--- config.mk ---
export PLATFORM = sky130hd
export DESIGN_NAME = player2_link_rx
export DESIGN_NICKNAME = d
export VERILOG_FILES = /design/src/rtl/player2_link_rx.sv
export SDC_FILE = /design/constraint.sdc
export NUM_CORES = 1
export LEC_CHECK = 0
export ABC_AREA = 1
export CORE_MARGIN = 8
export CORE_UTILIZATION = 45
export CTS_BUF_LIST = sky130_fd_sc_hd__clkbuf_16
export DETAILED_ROUTE_END_ITERATION = 7
export SKIP_CTS_REPAIR_TIMING = 1
export SYNTH_ARGS = -nofsm -noshare
export SYNTH_HDL_FRONTEND = slang
export SYNTH_SLANG_ARGS = --single-unit
--- constraint.sdc ---
create_clock -name clk -period 5.25 [get_ports clk]
set_input_delay 1.05 -clock clk [delete_from_list [all_inputs] [get_ports clk]]
set_output_delay 1.05 -clock clk [all_outputs]
set_load 0.03 [all_outputs]
--- src/rtl/player2_link_rx.sv ---
// Receive side of the two-board link: synchronises the remote pause/reload/score pins,
// debounces each line, qualifies the score as a whole word and flags illegal score steps.
module player2_link_rx #(
    parameter int SYNC_STAGES   = 2,
    parameter int STABLE_CYCLES = 65000,
    parameter int SCORE_W       = 4
) (
    input  logic               clk,
    input  logic               rst,
    input  logic               player2_pause_raw,
    input  logic               player2_reload_raw,
    input  logic [SCORE_W-1:0] player2_score_raw,
    output logic               player2_pause,
    output logic               player2_reload,
    output logic               player2_reload_pulse,
    output logic [SCORE_W-1:0] player2_score,
    output logic               score_update,
    output logic               score_step_err
);

    localparam int IW = SCORE_W + 2;
    localparam int CW = $clog2(STABLE_CYCLES + 1);

    logic [IW-1:0]      raw_w;
    logic [IW-1:0]      sync_q [SYNC_STAGES];
    logic [IW-1:0]      synced_w;
    logic [SCORE_W-1:0] syn_score_w;
    logic [1:0]         deb_w;

    // Pure wiring into the first flop: bit0 = pause, bit1 = reload, upper bits = score.
    assign raw_w       = {player2_score_raw, player2_reload_raw, player2_pause_raw};
    assign synced_w    = sync_q[SYNC_STAGES-1];
    assign syn_score_w = synced_w[IW-1:2];

    always_ff @(posedge clk or posedge rst) begin
        if (rst) begin
            for (int i = 0; i < SYNC_STAGES; i++) sync_q[i] <= '0;
        end else begin
            sync_q[0] <= raw_w;
            for (int i = 1; i < SYNC_STAGES; i++) sync_q[i] <= sync_q[i-1];
        end
    end

    for (genvar gi = 0; gi < 2; gi++) begin : g_bit
        logic          lvl_q, lvl_d;
        logic [CW-1:0] cnt_q, cnt_d;

        always_comb begin
            lvl_d = lvl_q;
            cnt_d = '0;
            if (synced_w[gi] != lvl_q) begin
                if (cnt_q == CW'(STABLE_CYCLES - 1)) lvl_d = synced_w[gi];
                else                                 cnt_d = cnt_q + CW'(1);
            end
        end

        always_ff @(posedge clk or posedge rst) begin
            if (rst) begin
                lvl_q <= 1'b0;
                cnt_q <= '0;
            end else begin
                lvl_q <= lvl_d;
                cnt_q <= cnt_d;
            end
        end

        assign deb_w[gi] = lvl_q;
    end

    logic [SCORE_W-1:0] cand_q, cand_d, score_q, score_d;
    logic [CW-1:0]      scnt_q, scnt_d;
    logic               upd_q, upd_d, err_q, err_d;
    logic               reload_prev_q, pulse_q, pulse_d;

    // Loading cand counts as the first qualified sample, so a word commits after
    // STABLE_CYCLES identical synced samples, matching the bit-line latency.
    always_comb begin
        cand_d  = cand_q;
        scnt_d  = scnt_q;
        score_d = score_q;
        upd_d   = 1'b0;
        err_d   = 1'b0;
        if (syn_score_w != cand_q) begin
            cand_d = syn_score_w;
            scnt_d = '0;
        end else if (cand_q != score_q) begin
            if (scnt_q == CW'(STABLE_CYCLES - 2)) begin
                score_d = cand_q;
                scnt_d  = '0;
                upd_d   = 1'b1;
                err_d   = (cand_q != SCORE_W'(score_q + SCORE_W'(1))) && (cand_q != '0);
            end else begin
                scnt_d = scnt_q + CW'(1);
            end
        end else begin
            scnt_d = '0;
        end
    end

    assign pulse_d = deb_w[1] & ~reload_prev_q;

    always_ff @(posedge clk or posedge rst) begin
        if (rst) begin
            cand_q        <= '0;
            scnt_q        <= '0;
            score_q       <= '0;
            upd_q         <= 1'b0;
            err_q         <= 1'b0;
            reload_prev_q <= 1'b0;
            pulse_q       <= 1'b0;
        end else begin
            cand_q        <= cand_d;
            scnt_q        <= scnt_d;
            score_q       <= score_d;
            upd_q         <= upd_d;
            err_q         <= err_d;
            reload_prev_q <= deb_w[1];
            pulse_q       <= pulse_d;
        end
    end

    assign player2_pause        = deb_w[0];
    assign player2_reload       = deb_w[1];
    assign player2_reload_pulse = pulse_q;
    assign player2_score        = score_q;
    assign score_update         = upd_q;
    assign score_step_err       = err_q;

endmodule

==> flow_summary.ini <==
[sta]
maxSlewHeadroom_pct = 39.8
tightest_slew_ns = 0.902
finalCritPeriodShare_pct = 49.0
fin_crit_ns = 2.57
clock_skew_ns = 0.00822
finalMaxSlewViolations = 0
fmax_ghz = 0.389
setup_viol_count_final = 0
grt_setup_unrepaired = no
tns_ns = 0
hold_viol_final = 0
worst_hold_slack_ns = 0.350

[setup_path]
cpPeakStageDelay_ns = 0.72
cp_slowest_cell = clkdlybuf4s50_1
timing.rr.end = player2_score[0]
critPathCaptureType = primary output
required_ns = 4.20
critPathTopFamily = buffers and inverters
reg2reg_depth = 9
arrival_ns = 1.52
cp_cell_sequence = clkdlybuf4s50_1
reg2reg_from = scnt_q[0]
rrSetupSlack_ns = 3.52
start_kind = flip-flop
crit_fanout = 7
crit_type = flip-flop to primary output
critPathBufInv = 1

[floorplanning]
ios = 17
rows = 34
start_util_pct = 45.4
core_sq_um = 8510
dieArea_sq_um = 11800
die_h_microns = 109
die-width_microns = 109

[drt]
wl_per_cell_microns = 11.8
routed_via_density = 4.90
drt_iter0_markers = 168
dr_total_vias = 3208
drt_first_pass_iters = 5
drc = 0
routed_wl_microns = 7750
ant_nets = 0

[synth]
async_flop_share_pct = 100
yosys.area.top_type = dfrtp_1
syn-num-nets = 535
seq_area_frac_synth_pct = 47.9
yosysWarnings = 0
synth_area_leaders = dfrtp_1 48%, nand2_1 13%, nor2_1 10%, inv_1 6.8%, nand3_1 5.4%
synth-seq-cells = 74
ys.flop_type = dfrtp_1
syn-cell-area_sq_um = 3860
synth.most_common_cell = nand2_1
synth_cell_types = 29
synth.avg_cell_area_sq_um = 7.40
synthTopCellsByCount = 137 x nand2_1, 104 x nor2_1, 74 x dfrtp_1
synth-edff-count = 0
synthesis.instances = 522
netlist.area_leader.share_pct = 47.9

[clocking]
h-tree-depth = 3
cts_tree = yes
cts_buffer_depth = 2
path_clk_slew_ns = 0.06
clkLatencyLatePin_ns = 0.33
cts_made_buffers = 9
cts-root-buf = clkbuf_16
clock-sinks = 74

[power_and_ir_drop]
switching_share_pct = 24.1
power.leakage_nw = 2.03
intPower_mw = 0.922
powerDensity_nw_per_um2 = 276
peakVddDrop_mv = 0.165
p_clk_share_pct = 47.6
net-switching-power_mw = 0.293
seq_power_share_pct = 48.5
p_comb_share_pct = 3.9

[final_layout]
drive_gt1_share_pct = 6.03
diodes = 0
syn_to_final_growth_pct = 14.0
nets = 555

[global_routing]
grt_pass1_vias = 2956
grt_overflow = 0
grt_pass1_wl_microns = 13100
track_usage_pct = 13.9
grt_max_degree = 45
antenna_found_initial = 0

[placement]
place.gp.congestion = 0.877
dp.final_hpwl_microns = 5740
portBuffers = 16

[worst_hold_path]
whs_path_depth = 0
worst_hold_path_type = flip-flop to flip-flop
whs_endpoint = synced_w[3]
min_from = sync_q[9]

[job]
cap_violations = 0

[outcome]
outcome = complete, no violations
==> how the worst max path moves through the flow <==
stage	startpoint	end	slack [ns]	depth (start not counted)
final	player2_score[1]	player2_score[1]	2.68	1
after global routing	player2_score[1]	player2_score[1]	2.64	1
after CTS	player2_score[1]	player2_score[1]	2.67	1
after detailed placement	rst	cand_q[1]	2.61	3
after global placement	rst	cand_q[0]	2.65	3
after floorplan	rst	cand_q[0]	2.32	1
==> sequential cells by signal, summed over array words and instances (netlist names) <==
signal,flops
synced_w,6
player2_pause,1
scnt_q,16
player2_reload,1
player2_reload_pulse,1
reload_prev_q,1
sync_q,6
score_step_err,1
player2_score,4
cand_q,4
score_update,1
g_bit.cnt_q,32
==> through the flow <==
step | util [%] | total power [mW] | area, sq um | std cells | setup slack [ns]
after detailed placement | 48.4 | 0.649 | 4120 | 639 | 2.61
after CTS | 51.7 | 1.23 | 4400 | 655 | 2.67
after floorplan | - | 0.633 | 3860 | 522 | 2.32
after global routing | 51.7 | 1.26 | 4400 | 655 | 2.64
final | 51.7 | 1.21 | 4400 | 655 | 2.68
after global placement | 48.4 | 0.647 | 4120 | 639 | 2.65
==> metal layers <==
metal  track usage [%]  wire (microns)  vias up
li1                  -               -     1663
met1              17.7            3710     1480
met2              22.8            3630       51
met3              2.13             258       14
met4              6.55             149        0
met5                 0               0        -
==> final cells by class <==
cell class,instances,area [sq um]
Multi-Input combinational cell,362,1670
Clock buffer,9,225
Timing Repair Buffer,17,168
Clock inverter,7,57.6
Inverter,78,293
Sequential cell,74,1850
Tap cell,108,135
Fill cell,859,4110
==> worst register-to-register path, cell delays in order, from the launching register on <==
cell	delay (ns)
dfrtp_1	0.40
inv_1	0.09
ha_1	0.21
nand3_1	0.09
inv_1	0.06
nand3_1	0.07
nor2_1	0.30
nand3_1	0.22
nand2_1	0.11
nand2_1	0.06
==> cell families (layout without fill, tap and decap cells) <==
| group | Yosys count | in the layout | share of synthesized area, % |
|---|---|---|---|
| AO/OA/AOI/OAI | 16 | 16 | 2.30 |
| XOR/XNOR | 18 | 18 | 4.08 |
| adder cells (fa/ha/maj) | 5 | 5 | 1.62 |
| buffers and inverters | 86 | 111 | 8.78 |
| flip-flops | 74 | 74 | 47.9 |
| AND/OR/NAND/NOR | 323 | 323 | 35.3 |
==> power by group through the flow <==
| stage | clock network, mW | registers [mW] | logic [mW] |
|---|---|---|---|
| after floorplan | 0 | 0.597 | 0.0357 |
| after global placement | 0 | 0.599 | 0.0476 |
| after detailed placement | 0 | 0.600 | 0.0491 |
| after CTS | 0.593 | 0.589 | 0.0492 |
| after global routing | 0.619 | 0.590 | 0.0552 |
| final | 0.579 | 0.589 | 0.0470 |
==> layout by cell type (no fill, tap or decap), drive strengths merged, types with 2 or more instances in the layout <==
cell type      count
clkbuf             9
inv               82
a21oi              5
dfrtp             74
nor2             109
nand2            138
o21ai              7
nand4             13
ha                 5
clkinvlp           3
nor3b              2
xnor2              5
xor2              13
nor3              14
clkdlybuf4s50     16
o21bai             3
nand3             42
nand3b             2
No activity file was read; power rests on OpenSTA's default activity.
